### src/rtl/sgpr_wr_port_arbiter_if.sv
// Write-port bundle between SGPR write producers and the port arbiter.
//   port_wr_en/addr/data/mask : per-port write pulses, flat buses (port i at slice i)
//   port_busy                 : per-port pending buffer full
//   ovf_clear / port_ovf      : clear strobe and sticky per-port dropped-write flags
//   muxed_port_*              : registered single write into the SGPR bank
// Modports: master = producer side, slave = arbiter side.
interface sgpr_wr_port_arbiter_if #(
  parameter int unsigned NUM_PORTS  = 8,
  parameter int unsigned ADDR_WIDTH = 9,
  parameter int unsigned DATA_WIDTH = 64,
  parameter int unsigned PTR_WIDTH  = 3
);
  logic [NUM_PORTS-1:0]            port_wr_en;
  logic [NUM_PORTS*ADDR_WIDTH-1:0] port_wr_addr;
  logic [NUM_PORTS*DATA_WIDTH-1:0] port_wr_data;
  logic [NUM_PORTS*DATA_WIDTH-1:0] port_wr_mask;
  logic [NUM_PORTS-1:0]            port_busy;
  logic                            ovf_clear;
  logic [NUM_PORTS-1:0]            port_ovf;
  logic                            muxed_port_wr_en;
  logic [ADDR_WIDTH-1:0]           muxed_port_wr_addr;
  logic [DATA_WIDTH-1:0]           muxed_port_wr_data;
  logic [DATA_WIDTH-1:0]           muxed_port_wr_mask;
  logic [PTR_WIDTH-1:0]            muxed_port_grant_id;

  modport master (
    output port_wr_en, port_wr_addr, port_wr_data, port_wr_mask, ovf_clear,
    input  port_busy, port_ovf, muxed_port_wr_en, muxed_port_wr_addr, muxed_port_wr_data,
    input  muxed_port_wr_mask, muxed_port_grant_id
  );

  modport slave (
    input  port_wr_en, port_wr_addr, port_wr_data, port_wr_mask, ovf_clear,
    output port_busy, port_ovf, muxed_port_wr_en, muxed_port_wr_addr, muxed_port_wr_data,
    output muxed_port_wr_mask, muxed_port_grant_id
  );
endinterface

### src/rtl/sgpr_wr_port_arbiter.sv
// N-port SGPR write arbiter: each port has a one-entry pending buffer, a round-robin
// arbiter picks one requester per cycle and the winner is registered onto the bank port.
//   clk, rst : clock, synchronous active-high reset
//   bus      : sgpr_wr_port_arbiter_if.slave (producer writes in, muxed write out,
//              per-port busy and sticky overflow flags)
module sgpr_wr_port_arbiter #(
  parameter int unsigned NUM_PORTS  = 8,
  parameter int unsigned ADDR_WIDTH = 9,
  parameter int unsigned DATA_WIDTH = 64,
  parameter int unsigned PTR_WIDTH  = 3
) (
  input logic                    clk,
  input logic                    rst,
  sgpr_wr_port_arbiter_if.slave  bus
);

  logic [NUM_PORTS-1:0]  pend_valid_q, pend_valid_d;
  logic [ADDR_WIDTH-1:0] pend_addr_q [NUM_PORTS];
  logic [ADDR_WIDTH-1:0] pend_addr_d [NUM_PORTS];
  logic [DATA_WIDTH-1:0] pend_data_q [NUM_PORTS];
  logic [DATA_WIDTH-1:0] pend_data_d [NUM_PORTS];
  logic [DATA_WIDTH-1:0] pend_mask_q [NUM_PORTS];
  logic [DATA_WIDTH-1:0] pend_mask_d [NUM_PORTS];
  logic [NUM_PORTS-1:0]  ovf_q, ovf_d;
  logic [PTR_WIDTH-1:0]  rr_ptr_q, rr_ptr_d;

  logic                  out_en_q, out_en_d;
  logic [ADDR_WIDTH-1:0] out_addr_q, out_addr_d;
  logic [DATA_WIDTH-1:0] out_data_q, out_data_d;
  logic [DATA_WIDTH-1:0] out_mask_q, out_mask_d;
  logic [PTR_WIDTH-1:0]  out_gid_q, out_gid_d;

  logic [NUM_PORTS-1:0]  req;
  logic [NUM_PORTS-1:0]  gnt_oh;
  logic [PTR_WIDTH-1:0]  gnt_idx;
  logic                  gnt_found;

  assign req = pend_valid_q | bus.port_wr_en;

  // Round-robin search: first pass covers ports at/above the pointer, second pass wraps
  // to the ports below it. Only reached when the first pass found nothing.
  always_comb begin
    gnt_oh    = '0;
    gnt_idx   = '0;
    gnt_found = 1'b0;
    for (int i = 0; i < NUM_PORTS; i++) begin
      if (!gnt_found && req[i] && (PTR_WIDTH'(i) >= rr_ptr_q)) begin
        gnt_found = 1'b1;
        gnt_idx   = PTR_WIDTH'(i);
        gnt_oh[i] = 1'b1;
      end
    end
    for (int i = 0; i < NUM_PORTS; i++) begin
      if (!gnt_found && req[i]) begin
        gnt_found = 1'b1;
        gnt_idx   = PTR_WIDTH'(i);
        gnt_oh[i] = 1'b1;
      end
    end
  end

  always_comb begin
    pend_valid_d = pend_valid_q;
    pend_addr_d  = pend_addr_q;
    pend_data_d  = pend_data_q;
    pend_mask_d  = pend_mask_q;
    // A drop in the same cycle as the clear still sets its flag.
    ovf_d        = bus.ovf_clear ? '0 : ovf_q;
    rr_ptr_d     = rr_ptr_q;
    out_en_d     = gnt_found;
    out_addr_d   = '0;
    out_data_d   = '0;
    out_mask_d   = '0;
    out_gid_d    = gnt_found ? gnt_idx : '0;

    if (gnt_found) begin
      rr_ptr_d = (gnt_idx == PTR_WIDTH'(NUM_PORTS - 1)) ? '0 : gnt_idx + 1'b1;
    end

    for (int i = 0; i < NUM_PORTS; i++) begin
      if (gnt_oh[i]) begin
        // Older pending write leaves first; otherwise the incoming write bypasses.
        if (pend_valid_q[i]) begin
          out_addr_d = pend_addr_q[i];
          out_data_d = pend_data_q[i];
          out_mask_d = pend_mask_q[i];
        end else begin
          out_addr_d = bus.port_wr_addr[i*ADDR_WIDTH +: ADDR_WIDTH];
          out_data_d = bus.port_wr_data[i*DATA_WIDTH +: DATA_WIDTH];
          out_mask_d = bus.port_wr_mask[i*DATA_WIDTH +: DATA_WIDTH];
        end
      end

      // Buffer refills when it drained this cycle (granted) or was empty (not granted).
      if (bus.port_wr_en[i] && (gnt_oh[i] ? pend_valid_q[i] : !pend_valid_q[i])) begin
        pend_addr_d[i] = bus.port_wr_addr[i*ADDR_WIDTH +: ADDR_WIDTH];
        pend_data_d[i] = bus.port_wr_data[i*DATA_WIDTH +: DATA_WIDTH];
        pend_mask_d[i] = bus.port_wr_mask[i*DATA_WIDTH +: DATA_WIDTH];
      end

      if (gnt_oh[i]) begin
        pend_valid_d[i] = pend_valid_q[i] & bus.port_wr_en[i];
      end else if (bus.port_wr_en[i]) begin
        if (pend_valid_q[i]) begin
          ovf_d[i] = 1'b1;
        end else begin
          pend_valid_d[i] = 1'b1;
        end
      end
    end
  end

  always_ff @(posedge clk) begin
    if (rst) begin
      pend_valid_q <= '0;
      ovf_q        <= '0;
      rr_ptr_q     <= '0;
      out_en_q     <= 1'b0;
      out_addr_q   <= '0;
      out_data_q   <= '0;
      out_mask_q   <= '0;
      out_gid_q    <= '0;
    end else begin
      pend_valid_q <= pend_valid_d;
      ovf_q        <= ovf_d;
      rr_ptr_q     <= rr_ptr_d;
      out_en_q     <= out_en_d;
      out_addr_q   <= out_addr_d;
      out_data_q   <= out_data_d;
      out_mask_q   <= out_mask_d;
      out_gid_q    <= out_gid_d;
    end
  end

  // Buffer contents are qualified by pend_valid_q, so they need no reset.
  always_ff @(posedge clk) begin
    pend_addr_q <= pend_addr_d;
    pend_data_q <= pend_data_d;
    pend_mask_q <= pend_mask_d;
  end

  assign bus.port_busy           = pend_valid_q;
  assign bus.port_ovf            = ovf_q;
  assign bus.muxed_port_wr_en    = out_en_q;
  assign bus.muxed_port_wr_addr  = out_addr_q;
  assign bus.muxed_port_wr_data  = out_data_q;
  assign bus.muxed_port_wr_mask  = out_mask_q;
  assign bus.muxed_port_grant_id = out_gid_q;

endmodule

### src/flat_wrapper.sv
// flat-port wrapper written by rule: the top's interface ports become plain ports
module sgpr_wr_port_arbiter_flat 
#(
  parameter int unsigned NUM_PORTS  = 8,
  parameter int unsigned ADDR_WIDTH = 9,
  parameter int unsigned DATA_WIDTH = 64,
  parameter int unsigned PTR_WIDTH  = 3
)
  (clk, rst, bus_port_wr_en, bus_port_wr_addr, bus_port_wr_data, bus_port_wr_mask, bus_ovf_clear, bus_port_busy, bus_port_ovf, bus_muxed_port_wr_en, bus_muxed_port_wr_addr, bus_muxed_port_wr_data, bus_muxed_port_wr_mask, bus_muxed_port_grant_id);
  sgpr_wr_port_arbiter_if #(.NUM_PORTS(NUM_PORTS), .ADDR_WIDTH(ADDR_WIDTH), .DATA_WIDTH(DATA_WIDTH), .PTR_WIDTH(PTR_WIDTH)) bus_i ();
  input logic clk;
  input logic rst;
  input wire logic [$bits(bus_i.port_wr_en)-1:0] bus_port_wr_en;
  input wire logic [$bits(bus_i.port_wr_addr)-1:0] bus_port_wr_addr;
  input wire logic [$bits(bus_i.port_wr_data)-1:0] bus_port_wr_data;
  input wire logic [$bits(bus_i.port_wr_mask)-1:0] bus_port_wr_mask;
  input wire logic [$bits(bus_i.ovf_clear)-1:0] bus_ovf_clear;
  output wire logic [$bits(bus_i.port_busy)-1:0] bus_port_busy;
  output wire logic [$bits(bus_i.port_ovf)-1:0] bus_port_ovf;
  output wire logic [$bits(bus_i.muxed_port_wr_en)-1:0] bus_muxed_port_wr_en;
  output wire logic [$bits(bus_i.muxed_port_wr_addr)-1:0] bus_muxed_port_wr_addr;
  output wire logic [$bits(bus_i.muxed_port_wr_data)-1:0] bus_muxed_port_wr_data;
  output wire logic [$bits(bus_i.muxed_port_wr_mask)-1:0] bus_muxed_port_wr_mask;
  output wire logic [$bits(bus_i.muxed_port_grant_id)-1:0] bus_muxed_port_grant_id;
  assign bus_i.port_wr_en = bus_port_wr_en;
  assign bus_i.port_wr_addr = bus_port_wr_addr;
  assign bus_i.port_wr_data = bus_port_wr_data;
  assign bus_i.port_wr_mask = bus_port_wr_mask;
  assign bus_i.ovf_clear = bus_ovf_clear;
  assign bus_port_busy = bus_i.port_busy;
  assign bus_port_ovf = bus_i.port_ovf;
  assign bus_muxed_port_wr_en = bus_i.muxed_port_wr_en;
  assign bus_muxed_port_wr_addr = bus_i.muxed_port_wr_addr;
  assign bus_muxed_port_wr_data = bus_i.muxed_port_wr_data;
  assign bus_muxed_port_wr_mask = bus_i.muxed_port_wr_mask;
  assign bus_muxed_port_grant_id = bus_i.muxed_port_grant_id;
  sgpr_wr_port_arbiter #(.NUM_PORTS(NUM_PORTS), .ADDR_WIDTH(ADDR_WIDTH), .DATA_WIDTH(DATA_WIDTH), .PTR_WIDTH(PTR_WIDTH)) u_core (.clk(clk), .rst(rst), .bus(bus_i));
endmodule
### config.mk
export PLATFORM = sky130hd
export DESIGN_NAME = sgpr_wr_port_arbiter_flat
export DESIGN_NICKNAME = d
export VERILOG_FILES = /design/src/rtl/sgpr_wr_port_arbiter_if.sv /design/src/rtl/sgpr_wr_port_arbiter.sv /design/src/flat_wrapper.sv
export SDC_FILE = /design/constraint.sdc
export NUM_CORES = 2
export LEC_CHECK = 0
export ABC_AREA = 1
export BUFFER_PORTS_ARGS = -buffer_cell sky130_fd_sc_hd__buf_2
export CAP_MARGIN = 0
export CORE_AREA = 2 2 498 500
export DETAILED_ROUTE_END_ITERATION = 8
export DIE_AREA = 0 0 500 502
export PLACE_DENSITY = 0.38
export SLEW_MARGIN = 20
export SYNTH_ARGS = -nofsm -noshare
export SYNTH_HDL_FRONTEND = slang
export SYNTH_SLANG_ARGS = --single-unit
### constraint.sdc
create_clock -name clk -period 25 [get_ports clk]
set_input_delay 0 -clock clk [delete_from_list [all_inputs] [get_ports clk]]
set_output_delay 0 -clock clk [all_outputs]
set_load 0.01 [all_outputs]
==> out/qor.csv <==
stage,metric,value,unit
outcome,status,"complete, no violations",
worst_setup_path,CP cell instances,inv_8 > nand2_1 > nand3_1 > nand3_1 > nor2_1 > nand4_1 > nor2_2 > nand4_2 > nor2_4 > nand2_1 > nand2_8 > nor2_1 > nor2_4 > buf_4 > buf_4,
clocking,clk sinks,1256,
global_route,GRT Total Usage,0.248,
worst_setup_path,crit path launch,u_core.bus.port_busy[0],
final_layout,area of the multi-input gates,20900,um^2
final_layout,Layout area overhead,61.6,%
timing,min Tclk post-route,5.70,ns
worst_setup_path,critical setup path kind,register to register,
floorplan,Initial Utilization,0.240,
final_layout,Final Instance Area,95000,um^2
global_route,global-route wire length before repair,451000,um
floorplan,floorplan row count,182,
worst_setup_path,CP endpoint kind,register,
synth,synthesized area,58800,um^2
place,Placement Cell Area,68300,um^2
power_and_ir_drop,Pwr Total,0.00795,W
min_path,Worst Min Path Start,bus_port_wr_mask[159],
final_layout,share of layout cells above drive strength 1,0.159,
synth,Yosys top cell area share,0.560,
power_and_ir_drop,clock power share,0.293,
power_and_ir_drop,Peak VDD IR,63.3,uV
place,Port Buffers,1263,
power_and_ir_drop,cell leakage power,42.0,nW
power_and_ir_drop,pwr/cell area,83.7,nW/um^2
route,DRT Pass-1 Iters,6,
clocking,# H-tree levels,4,
final_layout,Layout Nets,11122,
synth,Cells after Synth,6761,
global_route,GRT Residual Overflow,0,
synth,Synth Register Bits,1256,
power_and_ir_drop,Sw Ratio,0.383,
power_and_ir_drop,Net Sw Power,0.00304,W
synth,Syn Area/Cell,8.69,um^2
synth,sequential share of the synthesized area,0.615,
worst_setup_path,R2R Path Start,u_core.bus.port_busy[0],
place,gpl congestion,0.861,
synth,Synth area leaders,"edfxtp_1 56%, nand2_1 23%, dfxtp_1 5.5%, nor2_1 5.0%, nand3_1 2.5%",
timing,final setup fails,0,
route,drt total wl,322000,um
min_path,Hold WC Path Type,input port to register,
run,max-cap violations,0,
route,wire length per cell,23.9,um
synth,Yosys warning total,0,
power_and_ir_drop,P_int,0.00490,W
timing,final period utilization,0.228,
worst_setup_path,CP bufs+invs,3,
synth,"area leader, netlist",edfxtp_1,
clocking,"Reg clk slew, reported paths",0.06,ns
timing,worst clock skew,0.0606,ns
route,Vias,60506,
route,initial DRC count,4885,
synth,Yosys cell types,28,
place,placed wire-length estimate,219000,um
clocking,CTS tree,built,
worst_setup_path,CP max-delay cell,buf_4,
synth,Syn Nets,7870,
floorplan,I/O pins,1264,
timing,max-slew violations,0,
timing,Slew Limit Headroom,0.279,
floorplan,Die Wd,500,um
floorplan,die footprint,251000,um^2
timing,Worst-Margin Slew,1.08,ns
power_and_ir_drop,Comb pwr share,0.339,
timing,setup TNS,0,ns
worst_setup_path,CP arrival,6.12,ns
clocking,root buffer cell,clkbuf_16,
route,residual DRC count,0,
final_layout,fill cell count,25477,
route,Routed Antenna Nets,0,
worst_setup_path,"critical path fanouts, max",88,
global_route,antenna violations before repair,183,
timing,RSZ-0062 raised after global routing,no,
route,routed vias/inst,4.49,
power_and_ir_drop,Sequential Power Share,0.368,
timing,fmax,175,MHz
final_layout,Reg area,36100,um^2
clocking,post-CTS resize count,0,
global_route,number of global-route vias before repair,61410,
global_route,largest net degree at the start of global routing,96,
worst_setup_path,largest delay contributor family on the critical path,simple AND/OR/NAND/NOR gates,
clocking,Inserted Clock Buffers,163,
timing,hold slack,0.0395,ns
floorplan,height of the die,502,um
worst_setup_path,critical path launch point type,register,
worst_setup_path,worst stage delay on the critical path,0.76,ns
floorplan,CORE AREA,245000,um^2
timing,final hold violations,0,
worst_setup_path,WP data required,25.42,ns
clocking,CTS max path bufs,3,
clocking,insertion delay to the later sink of the worst-skew pair,0.82,ns
## metal layers
| layer | up-vias | GRT usage | part of all wire |
|---|---|---|---|
| met5 | - | 0 | 0.0023 |
| met4 | 120 | 0.0808 | 0.035 |
| met3 | 590 | 0.0522 | 0.064 |
| met2 | 2229 | 0.408 | 0.46 |
| met1 | 28913 | 0.322 | 0.44 |
| li1 | 28654 | - | - |
## path summary, 6_finish.rpt
path,end,slack (ns),cells past startpoint
setup / recovery,u_core.pend_data_q[242],19.30,15
hold / removal,u_core.pend_mask_q[351],0.04,2
setup reg to reg,u_core.pend_data_q[242],19.30,15
hold reg to reg,u_core.bus.port_ovf[7],0.48,2
## kinds of logic (layout without fill, tap and decap cells)
logic type                 after synthesis  count (layout)  share of synthesized area
and+or+nand+nor                       4626            4626                      0.303
DFF                                   1256            1256                      0.615
buffers and inverters                  433            3823                     0.0322
AOI/OAI and AO/OA                      307             307                     0.0262
muxes                                  137             137                     0.0233
adders and majority gates                2               2                   0.000426
other                                    0              93                          0
## registers in the layout (all words and copies together), names as in the netlist
name and cells:
u_core.bus.muxed_port_wr_mask 64, u_core.bus.muxed_port_wr_data 64, u_core.pend_addr_q 72, u_core.bus.port_busy 8, u_core.rr_ptr_q 3, u_core.bus.muxed_port_wr_addr 9, u_core.bus.muxed_port_wr_en 1, u_core.bus.port_ovf 8
u_core.bus.muxed_port_grant_id 3, u_core.pend_mask_q 512, u_core.pend_data_q 512
## placed cells by master (no fill, tap or decap), types with 4 or more instances in the layout
cell and instances:
mux2i_1 137, nand2_1 3525, inv_1 22, inv_2 5, diode_2 93, clkbuf_1 77
a21oi_4 4, inv_6 10, dlygate4sd3_1 2137, dfxtp_4 8, nand4_1 8, clkbuf_16 165
nor2_4 7, o21ai_0 141, buf_2 1263, nor2_1 781, clkbuf_8 21, inv_8 5
dfxtp_1 152, edfxtp_1 1096, clkinv_1 11, a21oi_1 158, clkinv_2 11, buf_4 82
nand3_1 288
## power groups by stage
stage	clock, W	sequential (W)	combinational (W)
2_1_floorplan	0	0.00301	0.00122
3_3_place_gp	0	0.00296	0.00242
3_5_place_dp	0	0.00297	0.00242
4_1_cts	0.00238	0.00293	0.00272
5_1_grt	0.00246	0.00296	0.00293
6_report	0.00233	0.00292	0.00269
## synth_stat cells, drive strengths merged
library cell  count
a211oi            1
a21oi           162
buf             116
clkbuf          281
dfxtp           160
edfxtp         1096
ha                2
inv              36
mux2i           137
nand2          3531
nand3           289
nand3b            1
nand4            10
nor2            791
nor3              3
o21ai           144
or2               1
## final cells by class
class / count / area share
sequential: 1256 / 0.381
timing repair buffer: 3484 / 0.299
multi-input combinational: 5072 / 0.220
clock buffer: 263 / 0.0496
tap: 3220 / 0.0424
clock inverter: 40 / 0.00428
antenna: 93 / 0.00245
inverter: 36 / 0.00203
## what timing repair did
action	in CTS	in global routing
hold buffers	2136	1
buffers inserted	0	0
hold endpoints to repair	1478	1
## through the flow
step	setup WS [ns]	utilization	std cells
global route	18.91	0.387	13434
detailed placement	19.23	0.278	10931
global placement	19.30	0.278	10931
CTS	19.23	0.386	13370
finish	19.30	0.387	13464
floorplan	15.73	-	6761
Power figures use the tool's default switching activity.
